===== config.mk =====
export PLATFORM = sky130hd
export DESIGN_NAME = idli_sqi_ctl_m
export DESIGN_NICKNAME = d
export VERILOG_FILES = /design/src/rtl/idli_sqi_ctl_m.sv
export SDC_FILE = /design/constraint.sdc
export NUM_CORES = 1
export LEC_CHECK = 0
export ABC_AREA = 1
export CORE_MARGIN = 2
export CORE_UTILIZATION = 45
export CTS_BUF_LIST = sky130_fd_sc_hd__clkbuf_8 sky130_fd_sc_hd__clkbuf_16
export CTS_CLUSTER_DIAMETER = 30
export DETAILED_ROUTE_END_ITERATION = 10
export HOLD_SLACK_MARGIN = 0.02
export PLACE_DENSITY = 0.83
export RECOVER_POWER = 50
export SYNTH_ARGS = -nofsm -noshare
export SYNTH_HDL_FRONTEND = slang
export SYNTH_SLANG_ARGS = --single-unit
export TNS_END_PERCENT = 50

===== constraint.sdc =====
create_clock -name i_ctl_gck -period 2.5 [get_ports i_ctl_gck]
set_input_delay 0.75 -clock i_ctl_gck [delete_from_list [all_inputs] [get_ports i_ctl_gck]]
set_output_delay 0.75 -clock i_ctl_gck [all_outputs]
set_load 0.03 [all_outputs]

===== src/rtl/idli_sqi_ctl_m.sv =====
// idli_sqi_ctl_m: shares the SQI stream between fetch and load/store, sequencing 4-GCK beats
module idli_sqi_ctl_m #(
    parameter int HDR_BEATS = 5
) (
    input  logic        i_ctl_gck,
    input  logic        i_ctl_rst_n,
    input  logic [1:0]  i_ctl_ctr,
    input  logic        i_ctl_br_req,
    input  logic [15:0] i_ctl_br_addr,
    output logic        o_ctl_br_ack,
    input  logic        i_ctl_mem_req,
    input  logic        i_ctl_mem_wr,
    input  logic [15:0] i_ctl_mem_addr,
    input  logic [15:0] i_ctl_mem_wdata,
    input  logic [15:0] i_ctl_pc,
    output logic        o_ctl_mem_ack,
    output logic [15:0] o_ctl_ld_data,
    output logic        o_ctl_ld_vld,
    input  logic        i_ctl_fetch_stall,
    output logic [15:0] o_ctl_instr,
    output logic        o_ctl_instr_vld,
    output logic        o_ctl_busy,
    output logic        o_ctl_sqi_redirect,
    output logic        o_ctl_sqi_wr_en,
    output logic        o_ctl_sqi_stall,
    output logic [3:0]  o_ctl_sqi_slice,
    input  logic [15:0] i_ctl_sqi_instr,
    input  logic        i_ctl_sqi_instr_vld,
    input  logic        i_ctl_sqi_wr_acp
);
    localparam int CW = $clog2(HDR_BEATS + 1);

    typedef enum logic [1:0] {S_HDR, S_FETCH, S_REDIR, S_XFER} state_t;
    typedef enum logic [1:0] {K_FETCH, K_BR, K_LD, K_ST} kind_t;

    state_t        r_state, w_state;
    kind_t         r_kind, w_kind;
    logic [CW-1:0] r_cnt, w_cnt;
    logic [15:0]   r_target, w_target, r_wdata, w_wdata, r_pc, w_pc;
    logic [3:0]    w_sh;
    logic          w_beat, w_last;

    assign w_sh       = {i_ctl_ctr, 2'b00};
    assign w_beat     = i_ctl_ctr == 2'd3;
    assign w_last     = r_cnt == CW'(HDR_BEATS - 1);
    assign o_ctl_busy = r_state != S_FETCH;

    always_ff @(posedge i_ctl_gck or negedge i_ctl_rst_n) begin
        if (!i_ctl_rst_n) begin
            r_state  <= S_HDR;
            r_kind   <= K_FETCH;
            r_cnt    <= '0;
            r_target <= '0;
            r_wdata  <= '0;
            r_pc     <= '0;
        end else begin
            r_state  <= w_state;
            r_kind   <= w_kind;
            r_cnt    <= w_cnt;
            r_target <= w_target;
            r_wdata  <= w_wdata;
            r_pc     <= w_pc;
        end
    end

    always_comb begin
        w_state            = r_state;
        w_kind             = r_kind;
        w_cnt              = r_cnt;
        w_target           = r_target;
        w_wdata            = r_wdata;
        w_pc               = r_pc;
        o_ctl_br_ack       = 1'b0;
        o_ctl_mem_ack      = 1'b0;
        o_ctl_ld_data      = 16'h0;
        o_ctl_ld_vld       = 1'b0;
        o_ctl_instr        = 16'h0;
        o_ctl_instr_vld    = 1'b0;
        o_ctl_sqi_redirect = 1'b0;
        o_ctl_sqi_wr_en    = 1'b0;
        o_ctl_sqi_stall    = 1'b0;
        o_ctl_sqi_slice    = 4'h0;
        case (r_state)
            S_HDR: begin
                o_ctl_sqi_wr_en = r_kind == K_ST;
                // store data starts streaming in the last header beat
                o_ctl_sqi_slice = (w_last && r_kind == K_ST) ? r_wdata[w_sh +: 4] : 4'h0;
                if (w_beat) begin
                    w_cnt   = w_last ? '0 : r_cnt + 1'b1;
                    w_state = !w_last ? S_HDR : (r_kind == K_LD || r_kind == K_ST) ? S_XFER : S_FETCH;
                end
            end
            S_FETCH: begin
                o_ctl_instr     = i_ctl_sqi_instr;
                o_ctl_instr_vld = i_ctl_sqi_instr_vld && !i_ctl_fetch_stall;
                o_ctl_sqi_stall = i_ctl_fetch_stall;
                // load/store beats a branch; the branch stays pending until fetch resumes
                if (w_beat && !i_ctl_fetch_stall && (i_ctl_mem_req || i_ctl_br_req)) begin
                    w_state  = S_REDIR;
                    w_kind   = i_ctl_mem_req ? (i_ctl_mem_wr ? K_ST : K_LD) : K_BR;
                    w_target = i_ctl_mem_req ? i_ctl_mem_addr : i_ctl_br_addr;
                    w_wdata  = i_ctl_mem_wdata;
                    w_pc     = i_ctl_pc;
                end
            end
            S_REDIR: begin
                o_ctl_sqi_redirect = 1'b1;
                o_ctl_sqi_slice    = r_target[w_sh +: 4];
                o_ctl_sqi_wr_en    = r_kind == K_ST;
                o_ctl_br_ack       = w_beat && r_kind == K_BR;
                if (w_beat) begin
                    w_state = S_HDR;
                    w_cnt   = '0;
                end
            end
            default: begin
                o_ctl_ld_data   = r_kind == K_LD ? i_ctl_sqi_instr : 16'h0;
                o_ctl_ld_vld    = w_beat && r_kind == K_LD;
                o_ctl_sqi_wr_en = r_kind == K_ST;
                o_ctl_sqi_slice = r_kind == K_ST ? r_wdata[w_sh +: 4] : 4'h0;
                o_ctl_mem_ack   = w_beat;
                if (w_beat) begin
                    w_state  = S_REDIR;
                    w_kind   = K_FETCH;
                    w_target = r_pc;
                end
            end
        endcase
    end

    a_store_acp: assert property (@(posedge i_ctl_gck) disable iff (!i_ctl_rst_n)
        (r_state == S_HDR && w_last && r_kind == K_ST && w_beat) |-> i_ctl_sqi_wr_acp);
endmodule

[After elaboration in Yosys (flattened, before gate mapping)]
Index checks and enable logic that the tools add are counted.
Operators by class
  $add $sub $neg: 1
  equal/unequal tests: 11
  shifts and indexed selects: 2
  muxes and demuxes: 32
  bitwise logic cells: 1
  reduce and logical (&&, ||, !) cells: 18
Operators with widths (count)
  $mux 16: 6
  $pmux 16 s2: 1
  $shiftx 16x5->4: 2
  $mux 2: 8
  $pmux 4 s3: 1
  $mux 3: 3
  $eq 2x2->1 const B: 4
  $mux 1: 8
  $mux 4: 2
  $logic_and 1x1->1: 6
  $ne 2x2->1 const B: 3
  $pmux 2 s3: 1
  $pmux 3 s2: 1
  $reduce_and 3->1: 2
  $eq 2x1->1 const B: 2
  $pmux 2 s2: 1
  $reduce_and 4->1: 1
  $reduce_bool 2->1: 2
  $add 3x1->3 const B: 1
  $eq 3x3->1 const B: 1
  $reduce_or 3->1: 1
  $logic_not 2->1: 1
  $logic_or 1x1->1: 2
  $ne 2x1->1 const B: 1
  4 further kinds: 4
Storage, ports and cells
  register bits after elaboration: 55
  input port bits: 90
  output and inout bits: 44
  word-level logic and storage cells: 71

[Longest topological paths before layout]
Gate-level depths: netlist of the first run.
  depth after elaboration: 6
  gate-level depth with buffers: 9
  depth with buffers taken out: 9

[Worst setup path after synthesis of the first run]
No wires, ideal clock.
  path kind: register to output
  from: reg r_state[0]
  to: out o_ctl_br_ack
  arrival time: 1.872 ns
  path slack: -0.122 ns
  cell stages (with the launch flop): 5
  buffers on the path: 1
  path through: dfrtp_1 buf_4 nor2_1 nand2_1 nor3_1
Between the ends
  longest elaborated chain between the ends: 2
RTL lines
  start: declaration: RTL line 36  | state_t r_state, w_state;
  start signal: assignment: RTL line 57  | r_state <= w_state;
  $eq 2x2->1: RTL line 83  | case (r_state)
  $mux 1: RTL line 83
  end: declaration: RTL line 10  | output logic o_ctl_br_ack,
Every way passes these cells.

[Worst setup path after layout of the first run]
  from: in i_ctl_sqi_instr[3]
  to: out o_ctl_ld_data[3]
Between the ends
  longest elaborated chain between the ends: 2
RTL lines
  start: declaration: RTL line 27  | input logic [15:0] i_ctl_sqi_instr,
  $mux 16: RTL line 117  | o_ctl_ld_data = r_kind == K_LD ? i_ctl_sqi_instr : 16'h0;
  $mux 16: RTL line 83
  end: declaration: RTL line 17  | output logic [15:0] o_ctl_ld_data,
Every way passes these cells.

==> run summary, run 1 <==
Clock sink total -> 55
Crit Path Max Fanout -> 2
Worst EP required -> 1.75 ns
Flop2flop setup slack -> 0.61 ns
Synthesized flop and latch total -> 55
Hold Path Class -> reg -> reg
Vert. Die Dim -> 93.30 um
Final setup vio count -> 0
Mux share of post-synthesis cell area -> 0%
Final RePlAce weighted congestion -> 0.8334
Pins Over Slew Limit -> 0
Fin util -> 66.01%
Hold Path Sink -> r_pc[5]
CP top delay family -> buffers and inverters
CP max stage cell -> clkdlybuf4s50_1
Ratio of cells with drive above 1 in the final layout -> 20.09%
Grt met1 use -> 26.23%
Compound-Gate Fraction of Synth Area -> 8.577%
Placed insts -> 753
Crit path depth -> 4
Avg Inst Size Synth -> 6.758 um^2
Cells on Worst Hold Path -> 2
EDFF count, synth -> 0
CP arrival -> 1.74 ns
Grt peak-use layer -> met2
Mapped Nets -> 623
Antenna diodes -> 0
Fillers -> 662
Hold wc startpoint -> r_pc[5]
Worst-Margin Slew -> 1.470 ns
Maximum buffer depth of the clock tree -> 2
Clk slew on worst S/H paths -> 0.10 ns
Post-Synth XOR/XNOR Area -> 0%
Main synth FF type -> dfrtp_1
Critical Path Source -> i_ctl_sqi_instr[3]
MaxCap Viol Count -> 0
Commonest cells post-synth -> nand2_1 (249), inv_1 (76), dfrtp_1 (55)
Die area -> 0.008705 mm^2
Min cycle time layout -> 2.493 ns
R2R depth -> 7
I/O pin total -> 134
Hold buffers post-CTS -> 0
Yosys warning count -> 0
Initial antenna violation count -> 0
Worst reg2reg endpoint -> r_target[11]
Peak supply drop -> 0.0003424 V
Yosys top cell by area -> dfrtp_1
Overall routed net length -> 9.424 mm
Static leakage -> 2.794 nW
Gate Count Post-Synth -> 531
Post-synthesis simple-gate area fraction -> 38.25%
Leading post-synthesis cells by cell area -> dfrtp_1 (38%), nand2_1 (26%), inv_1 (7.9%), o21ai_2 (7.8%), nand3_1 (3.2%)
CP Buf/Inv Count -> 3
FMAX -> 401.1 MHz
Cts bufs inserted -> 5
GR Layer Usage met2 -> 38.61%
Mapped cell area -> 0.003588 mm^2
Drt first pass iters -> 4
Setup TNS -> 0 ns
Starting Density -> 46.44%
Power density over cell area -> 782.2 mW/mm^2
Status -> finished clean
Startpoint types -> input pin
Critical Path Max Stage Delay -> 0.46 ns
First-pass GRT wire length -> 15.05 mm
WL/cell -> 12.34 um
Clock Skews -> 0.008290 ns
Clk Latency, worst-skew pair -> 0.32 ns
Dpl hpwl -> 7.015 mm
PortBufs -> 132
# nets final -> 753
FP Rows -> 32
DR vias/cell -> 4.753
Finished Layout Cells -> 764
Via count -> 3,631
CTS Root Cell -> clkbuf_8
Register area share after synthesis -> 38.35%
Most numerous cell in the Yosys netlist -> nand2_1
Fin crit share -> 99.74%
Largest family of logic cells by synthesized area -> simple AND/OR/NAND/NOR gates
Critical Path Sink Type -> output port
Synth Area in Adders -> 0.6974%
Iter 0 DRT Violations -> 204
Vias in the first global route -> 3,436
CTS tree -> done
GRT Total Usage -> 21.51%
Die W -> 93.30 um
Largest net degree at the start of global routing -> 36
Synth unique cells -> 21
GR Util met3 -> 3.626%
CORE AREA -> 0.007727 mm^2
Max H-tree Level -> 2
Max-slew headroom -> 1.987%
Worst path cell trace -> clkdlybuf4s50_1, inv_1, nor3_1, buf_4
Critical path class -> in -> out
Remaining antenna violation count -> 0
GR Overflow Total -> 0
Asr flop ratio synth -> 100.0%
Fin. Hold Viols -> 0
Share of the synthesized area in the top cell type -> 38.35%
Drc violations -> 0
Origin of the critical flop-to-flop path -> r_state[0]
Area Growth Syn to Fin -> 42.15%
worst max-delay path by stage:
| stage | to | slack [ns] |
|---|---|---|
| floorplan | o_ctl_ld_vld | 0.03 |
| global placement | o_ctl_sqi_slice[2] | -0.38 |
| detailed placement | o_ctl_sqi_slice[3] | -0.40 |
| CTS | o_ctl_sqi_slice[1] | 0.008 |
| global route | o_ctl_sqi_slice[2] | -0.008 |
| finish | o_ctl_ld_data[3] | 0.007 |
report_power, final:
group / switching [mW] / leakage (nW) / internal (mW)
sequential: 0.246 / 0.743 / 1.25
combinational: 1.02 / 1.98 / 0.756
clock: 0.307 / 0.0703 / 0.406
total: 1.57 / 2.79 / 2.42
cells in the final DEF, fill, tap and decap left out, types with 3 or more instances in the layout:
master / n
nand2_1: 245
clkdlybuf4s50_1: 86
inv_1: 72
dfrtp_1: 55
buf_4: 53
o21ai_2: 32
nor2_1: 27
nand3_1: 23
nor3_1: 15
nand3_2: 9
nand2_2: 8
inv_2: 5
clkbuf_8: 5
buf_6: 4
buf_12: 4
o21ai_0: 3
cell type report:
cell class / instances / area (um^2) / share of cell area [%]
Timing Repair Buffer: 150 / 1398 / 27.40
Sequential cell: 55 / 1376 / 26.98
Clock buffer: 5 / 68.82 / 1.349
Clock inverter: 3 / 71.32 / 1.398
Multi-Input combinational cell: 370 / 1757 / 34.44
Tap cell: 102 / 127.6 / 2.502
Inverter: 79 / 302.8 / 5.936
sequential cells by signal, indices dropped and copies added (netlist names):
name and flops:
r_cnt 3, r_kind 2, r_pc 16, r_state 2, r_target 16, r_wdata 16
kinds of logic (layout without fill, tap and decap cells):
kind of cell | after synthesis | after routing
AO/OA/AOI/OAI | 37 | 37
adder cells (fa/ha/maj) | 2 | 2
buffers and inverters | 106 | 237
flip-flops | 55 | 55
AND/OR/NAND/NOR | 331 | 331
stage by stage:
stage | hold slack (ns) | power (mW) | setup slack [ns] | area, um^2
6_report | 0.4923 | 3.990 | 0.006620 | 5101
2_1_floorplan | 0.4544 | 2.656 | 0.03344 | 3593
3_3_place_gp | 0.4655 | 3.121 | -0.3846 | 4880
3_5_place_dp | 0.4696 | 3.206 | -0.3954 | 4880
5_1_grt | 0.5126 | 4.276 | -0.007982 | 5101
4_1_cts | 0.4466 | 3.935 | 0.008125 | 5059
worst min-delay path, cell delays in order, from the launching register on:
cell	delay [ns]
dfrtp_1	0.36
nand2_1	0.07
o21ai_2	0.05
per-layer routing:
metal | vias up | wire length (um)
met5 | - | 0
met4 | 0 | 181
met3 | 15 | 525
met2 | 121 | 4777
met1 | 1649 | 3940
li1 | 1846 | -
what timing repair did:
item,in CTS,in global routing
resized for setup,9,15
pin swaps,0,3
setup endpoints to repair,7,11
endpoints found under the hold margin,0,0
setup buffers,1,2
Power figures use the tool's default switching activity.
==> run 2, diff against run 1 <==
- CELL_PAD_IN_SITES_DETAIL_PLACEMENT: unset -> 1
- CELL_PAD_IN_SITES_GLOBAL_PLACEMENT: unset -> 2
- CORE_UTILIZATION: 45 -> 23
- PLACE_DENSITY: 0.83 -> 0.82
==> run 2 against run 1 <==
Compared with the run above: sequential share of layout area is 0.54 points lower; critical path type unchanged; sequential power hardly changed; critical path depth stayed put; non-clock buffer count is 1 higher; highest routed layer unchanged; register-to-register slack worse by 0.32 ns; clock power is 25% higher; total power is 2.6% higher.
==> run summary, run 2 (synthesized netlist as in run 1, its figures left out) <==
Status -> finished clean
Clk slew on worst S/H paths -> 0.07 ns
Clock sink total -> 55
First-pass GRT wire length -> 19.06 mm
Antenna diodes -> 0
Remaining antenna violation count -> 0
Internal -> 2.528 mW
Clock Skews -> 0.003881 ns
FP Rows -> 45
Pins Over Slew Limit -> 0
Via count -> 3,612
Max-slew headroom -> 28.76%
Max H-tree Level -> 2
Largest registers -> r_pc x16, r_target x16, r_wdata x16
Startpoint types -> input pin
Critical Path Sink Type -> output port
Cts bufs inserted -> 5
Crit Path Max Fanout -> 2
Final setup vio count -> 0
Placed insts -> 843
Worst-Margin Slew -> 1.069 ns
Min Hold Slack -> 0.4829 ns
Clk pwr share -> 21.8%
Worst EP required -> 1.75 ns
Vert. Die Dim -> 128.9 um
Overall routed net length -> 11.17 mm
Dpl hpwl -> 8.687 mm
Starting Density -> 23.60%
Worst path cell trace -> clkdlybuf4s50_1, inv_1, nor3_1, buf_4
WL/cell -> 13.13 um
Grt met1 use -> 17.57%
GR Util met3 -> 2.121%
Peak supply drop -> 0.0003377 V
Die W -> 128.9 um
Area Growth Syn to Fin -> 45.08%
Pwr Total -> 4.092 mW
I/O pin total -> 134
Psw -> 1.564 mW
Maximum buffer depth of the clock tree -> 2
GR Overflow Total -> 0
Ratio of cells with drive above 1 in the final layout -> 19.00%
Largest net degree at the start of global routing -> 47
Power density over cell area -> 786.0 mW/mm^2
Final RePlAce weighted congestion -> 0.7782
Grt peak-use layer -> met2
GRT Total Usage -> 14.29%
DR vias/cell -> 4.244
RSZ-0062 raised after global routing -> yes
Initial antenna violation count -> 0
Drc violations -> 0
Most frequent cells in the layout -> nand2_1 (242), clkdlybuf4s50_1 (85), inv_1 (72), dfrtp_1 (55), buf_4 (47)
Setup Fix Bufs, Post-CTS -> 0
Clk Latency, worst-skew pair -> 0.29 ns
Fin. Hold Viols -> 0
Dpl ws -> -0.2926 ns
Drt first pass iters -> 4
CTS Root Cell -> clkbuf_16
Commonest non-fill, non-tap cell in the layout -> nand2_1
CP max stage cell -> clkdlybuf4s50_1
DP Area -> 0.005030 mm^2
Static leakage -> 2.816 nW
PortBufs -> 132
Critical path class -> in -> out
Sw Share -> 38.21%
FMAX -> 408.1 MHz
CTS tree -> done
Vias in the first global route -> 3,950
Iter 0 DRT Violations -> 191
CP arrival -> 1.70 ns
Fin util -> 34.25%
Min cycle time layout -> 2.450 ns
Reg power frac -> 36.4%
MaxCap Viol Count -> 0
Fin area -> 0.005206 mm^2
Logic pwr share -> 41.8%
Setup TNS -> 0 ns
Final worst slack -> 0.04971 ns
Critical Path Max Stage Delay -> 0.45 ns
# nets final -> 754
CORE AREA -> 0.01520 mm^2
Finished Layout Cells -> 851
Die area -> 0.01662 mm^2
Hold buffers post-CTS -> 0
Fin crit share -> 98.01%
GR Layer Usage met2 -> 26.11%
Hold Path Class -> reg -> reg
## run 2: layout make-up
class / count / area [um^2]
Fill cell: 1902 / 9996
Multi-Input combinational cell: 370 / 1713
Timing Repair Buffer: 151 / 1394
Sequential cell: 55 / 1376
Inverter: 79 / 299.0
Tap cell: 188 / 235.2
Clock buffer: 5 / 125.1
Clock inverter: 3 / 63.81
## run 2: metal layers
layer,wire (um),up-vias
met5,0,-
met4,119,0
met3,367,9
met2,5681,77
met1,5005,1684
li1,-,1842
## run 2: timing repair
action | CTS | global route
resized for setup | 19 | 12
hold endpoints to repair | 0 | 0
setup endpoints to repair | 8 | 10
gates cloned | 0 | 0
pin swaps | 0 | 4
## run 2: worst paths after layout
| path | start | to | slack (ns) | cells past startpoint |
|---|---|---|---|---|
| hold reg to reg | r_pc[8] | r_pc[8] | 0.48 | 2 |
| hold / removal | r_pc[8] | r_pc[8] | 0.48 | 2 |
| setup reg to reg | r_state[0] | r_pc[14] | 0.29 | 7 |
| min in group asynchronous | i_ctl_rst_n | r_wdata[14] | 0.63 | 1 |
| setup / recovery | i_ctl_sqi_instr[0] | o_ctl_ld_data[0] | 0.05 | 4 |
| max in group asynchronous | i_ctl_rst_n | r_pc[1] | 0.78 | 2 |
## run 2: power groups by stage
stage,sequential (mW),clock [mW],combinational [mW]
global route,1.55,0.971,1.96
detailed placement,1.51,0,1.75
floorplan,1.43,0,1.23
CTS,1.49,0.927,1.78
global placement,1.49,0,1.70
finish,1.49,0.891,1.71
## run 2: critical path, delay by kind of cell
family / cells / cell delay (ns)
buf+inv: 3 / 0.71
simple gates: 1 / 0.24
